===== src/rtl/uart_rx_fsm.sv =====
// UART receiver: 2-flop synchronized line, centre-sampled start/data/parity/stop bits,
// one-cycle valid strobe with held data and per-frame parity/framing flags.
module uart_rx_fsm #(
    parameter int DATA_WIDTH = 8,
    parameter int OVERSAMPLE = 16,
    parameter int PARITY_ODD = 0
) (
    input  logic                  tx_clk,
    input  logic                  resetn,
    input  logic                  rx,
    output logic [DATA_WIDTH-1:0] rx_data,
    output logic                  rx_valid,
    output logic                  parity_err,
    output logic                  frame_err,
    output logic                  busy
);

    localparam int TW = $clog2(OVERSAMPLE);
    localparam int BW = (DATA_WIDTH > 1) ? $clog2(DATA_WIDTH) : 1;
    localparam logic [TW-1:0] TICK_MID  = TW'(OVERSAMPLE / 2 - 1);
    localparam logic [TW-1:0] TICK_END  = TW'(OVERSAMPLE - 1);
    localparam logic [BW-1:0] BIT_LAST  = BW'(DATA_WIDTH - 1);
    localparam logic          ODD_PAR   = (PARITY_ODD != 0);

    typedef enum logic [2:0] {
        IDLE   = 3'd0,
        START  = 3'd1,
        DATA   = 3'd2,
        PARITY = 3'd3,
        STOP   = 3'd4
    } state_t;

    state_t                  state_reg, state_next;
    logic [TW-1:0]           tick_reg, tick_next;
    logic [BW-1:0]           bit_reg, bit_next;
    logic [DATA_WIDTH-1:0]   shift_reg, shift_next;
    logic                    perr_reg, perr_next;
    logic [DATA_WIDTH-1:0]   data_reg, data_next;
    logic                    valid_reg, valid_next;
    logic                    pe_reg, pe_next;
    logic                    fe_reg, fe_next;
    logic                    rx_meta, rx_s, rx_prev;

    // Synchronizer flops reset high so an idle line never looks like a falling edge.
    always_ff @(posedge tx_clk) begin
        if (!resetn) begin
            rx_meta <= 1'b1;
            rx_s    <= 1'b1;
            rx_prev <= 1'b1;
        end else begin
            rx_meta <= rx;
            rx_s    <= rx_meta;
            rx_prev <= rx_s;
        end
    end

    always_ff @(posedge tx_clk) begin
        if (!resetn) begin
            state_reg <= IDLE;
            tick_reg  <= '0;
            bit_reg   <= '0;
            shift_reg <= '0;
            perr_reg  <= 1'b0;
            data_reg  <= '0;
            valid_reg <= 1'b0;
            pe_reg    <= 1'b0;
            fe_reg    <= 1'b0;
        end else begin
            state_reg <= state_next;
            tick_reg  <= tick_next;
            bit_reg   <= bit_next;
            shift_reg <= shift_next;
            perr_reg  <= perr_next;
            data_reg  <= data_next;
            valid_reg <= valid_next;
            pe_reg    <= pe_next;
            fe_reg    <= fe_next;
        end
    end

    always_comb begin
        state_next = state_reg;
        tick_next  = tick_reg + 1'b1;
        bit_next   = bit_reg;
        shift_next = shift_reg;
        perr_next  = perr_reg;
        data_next  = data_reg;
        valid_next = 1'b0;
        pe_next    = pe_reg;
        fe_next    = fe_reg;

        unique case (state_reg)
            IDLE: begin
                tick_next = '0;
                if (rx_prev && !rx_s) state_next = START;
            end
            START: begin
                if (tick_reg == TICK_MID) begin
                    tick_next  = '0;
                    bit_next   = '0;
                    state_next = rx_s ? IDLE : DATA;
                end
            end
            DATA: begin
                if (tick_reg == TICK_END) begin
                    tick_next  = '0;
                    shift_next = {rx_s, shift_reg[DATA_WIDTH-1:1]};
                    bit_next   = bit_reg + 1'b1;
                    if (bit_reg == BIT_LAST) state_next = PARITY;
                end
            end
            PARITY: begin
                if (tick_reg == TICK_END) begin
                    tick_next  = '0;
                    perr_next  = ((^shift_reg) ^ rx_s) != ODD_PAR;
                    state_next = STOP;
                end
            end
            STOP: begin
                // Leaving at mid-stop-bit lets an immediately following start edge be seen.
                if (tick_reg == TICK_END) begin
                    tick_next  = '0;
                    data_next  = shift_reg;
                    pe_next    = perr_reg;
                    fe_next    = ~rx_s;
                    valid_next = 1'b1;
                    state_next = IDLE;
                end
            end
            default: begin
                tick_next  = '0;
                state_next = IDLE;
            end
        endcase
    end

    assign rx_data    = data_reg;
    assign rx_valid   = valid_reg;
    assign parity_err = pe_reg;
    assign frame_err  = fe_reg;
    assign busy       = (state_reg != IDLE);

endmodule

===== config.mk =====
export PLATFORM = sky130hd
export DESIGN_NAME = uart_rx_fsm
export DESIGN_NICKNAME = d
export VERILOG_FILES = /design/src/rtl/uart_rx_fsm.sv
export SDC_FILE = /design/constraint.sdc
export NUM_CORES = 1
export LEC_CHECK = 0
export CORE_ASPECT_RATIO = 2
export CORE_UTILIZATION = 40
export CTS_CLUSTER_SIZE = 16
export DETAILED_ROUTE_END_ITERATION = 10
export GPL_ROUTABILITY_DRIVEN = 1
export GPL_TIMING_DRIVEN = 0
export PLACE_DENSITY_LB_ADDON = 0.1
export SYNTH_ARGS = -nofsm -noshare
export SYNTH_HDL_FRONTEND = slang
export SYNTH_SLANG_ARGS = --single-unit

===== constraint.sdc =====
create_clock -name tx_clk -period 2.25 [get_ports tx_clk]
set_input_delay 0.45 -clock tx_clk [delete_from_list [all_inputs] [get_ports tx_clk]]
set_output_delay 0.45 -clock tx_clk [all_outputs]
set_load 0.005 [all_outputs]

==> results.toml <==
[status]
status = "complete, but fails checks"
violations = "DRC"

[global_routing]
grt-ovfl-total = 0
antenna_found_initial = 0
grt_max_degree = 11
grt_pass1_vias = 1073
grt_pass1_wl_um = 4760
grt_util_all_layers = 0.171

[clocking]
path_clk_slew_ns = 0.07
cts_tree = "yes"
clk_latency_ns = 0.28
h-tree-depth = 2
clk_path_buf_depth = 2
numCtsBuffers = 5
cts_sinks = 33
cts_setup_buffers = 0
root_buffer = "clkbuf_8"
hold_buffers = 0

[critical_path]
cpPeakStageDelay_ns = 0.45
crit_chain = "clkbuf_1 -> or3_1 -> clkdlybuf4s50_1"
cp-start-kind = "register"
r2r-start = "tick_reg[0]"
cp.depth = 3
cp.required_ns = 1.80
r2r_slack_ns = 0.63
path_max_fanout = 10
critPathTopFamily = "buffers and inverters"
critPathBufInv = 2
crit_slowest_cell = "clkdlybuf4s50_1"
r2r_end = "shift_reg[5]"
worst_ep_arrival_time_ns = 1.70
worst_setup_path_end_kind = "output pin"
r2r_cells = 6
crit_type = "reg -> out"

[synth]
synth_edf_count = 0
netlist_instances = 161
ys_types = 34
seq_area_frac_synth = 0.479
syn_area_mm2 = 0.00138
synth.area.top_cells = "dfxtp_1 (48%), nand2_1 (9.8%), a21oi_1 (7.3%)"
synth_warnings = 0
yosysTopAreaCell = "dfxtp_1"
ys_ff_latch = 33
synth_nets = 167
synth-main-ff-cell = "dfxtp_1"
syn_avg_cell_area_um2 = 8.57
synth_most_common_cell = "nand2_1"
ys_async_sr_fraction = 0
synth_top_area_frac = 0.479
netlist_top_cells_count = "nand2_1 (36), dfxtp_1 (33), a21oi_1 (20)"

[die]
die_area_mm2 = 0.00370
num_rows = 29
ios = 15
coreArea_mm2 = 0.00323
start_util = 0.427
die_y_um = 85.1
die_x_um = 43.5

[routing]
viasPerCell = 5.29
wl_per_cell_um = 13.0
drt.antenna.violating_nets = 0
firstDrtPassIters = 7
vias = 1133
drtIter0Drc = 13
drc = 2
wl_um = 2780

[worst_hold_path]
min_path_cells = 1
min_from = "rx_meta"
min_path_type = "reg -> reg"
hold_path_end = "rx_s"

[sta]
hold_viol_final = 0
slew_violations = 0
fmax_mhz = 465
fin_skew_ns = 0.00661
setup_violations = 0
setup_ws_ns = 0.101
period_share = 0.955
worst_slew_pin_slew_ns = 0.431
min_period_ns = 2.15
slew_headroom = 0.712
setup_tns_ns = 0
rsz0062_at_grt = "no"

[power_and_ir_drop]
leakage_nw = 0.600
fin_total_pwr_w = 0.00119
vdd_ir_drop_max_mv = 0.789
power_density_mw_per_mm2 = 709

[placement]
numPortBuffers = 14
gp_congestion = 0.749
dpl_worst_slack_ns = 0.344
place_hpwl_um = 2110

[final_layout]
finalNetCount = 188
antenna_cells = 0
areaGrowthSynthToFinish_pct = 21.5
drive_above_1_share = 0.0820

[flow_run]
maxCapViolCount = 0
==> report_power, final <==
group / internal, W / switching [W]
Combinational: 0.0000142 / 0.0000192
Clock: 0.000361 / 0.000205
Sequential: 0.000588 / 0.00000278
==> final cells by class <==
class,instances,area (µm²)
inverters,3,11.3
multi-input cells,117,668
fillers,308,1550
plain buffers,8,41.3
clock buffers,7,86.3
repair buffers,14,140
clock inverters,1,30.0
flip-flops and latches,33,661
well taps,31,38.8
==> metal layers <==
| metal | up-vias | track usage | wire [µm] |
|---|---|---|---|
| li1 | 588 | - | - |
| met4 | 0 | 0.0682 | 41 |
| met5 | - | 0 | 0 |
| met1 | 526 | 0.183 | 1120 |
| met3 | 4 | 0.0383 | 62 |
| met2 | 15 | 0.310 | 1560 |
==> per-stage QoR <==
stage                     instances  utilization  area, µm²  hold slack (ns)
after CTS                       214        0.519       1680            0.422
after global routing            214        0.519       1680            0.435
final                           214        0.519       1680            0.414
after floorplan                 161            -       1380            0.386
after global placement          206        0.483       1560            0.392
after detailed placement        206        0.483       1560            0.405
==> cell families (layout without fill, tap and decap cells) <==
logic type / count (synthesis) / count (layout) / synth area share
simple gates: 75 / 75 / 0.252
flops: 33 / 33 / 0.479
compound gates: 29 / 29 / 0.130
buf+inv: 11 / 33 / 0.0372
xor+xnor: 9 / 9 / 0.0671
fa+ha+maj: 3 / 3 / 0.0272
mux: 1 / 1 / 0.00816
==> worst max-delay path by stage <==
| stage | start | endpoint | slack [ns] |
|---|---|---|---|
| finish | state_reg[2] | busy | 0.10 |
| global route | state_reg[2] | busy | 0.03 |
| CTS | state_reg[1] | busy | 0.08 |
| detailed placement | resetn | shift_reg[5] | 0.34 |
| global placement | resetn | rx_valid | 0.37 |
| floorplan | tick_reg[0] | perr_reg | 0.75 |
==> layout by cell type (no fill, tap or decap), types with 2 or more instances in the layout <==
cell	instances
clkdlybuf4s50_1	14
nand3b_1	2
nand2b_1	5
ha_1	3
and3_1	2
clkbuf_1	5
xor2_1	2
nor2_1	14
xnor2_1	6
buf_2	2
nand2_1	36
nand3_1	6
dfxtp_1	33
a311o_1	2
clkbuf_8	6
nor4_1	2
a21oi_1	20
nand4_1	2
inv_1	2
==> what timing repair did <==
action,in CTS,in global routing
hold endpoints to repair,0,0
resized for setup,0,2
setup endpoints to repair,0,1
Power figures use the tool's default switching activity.
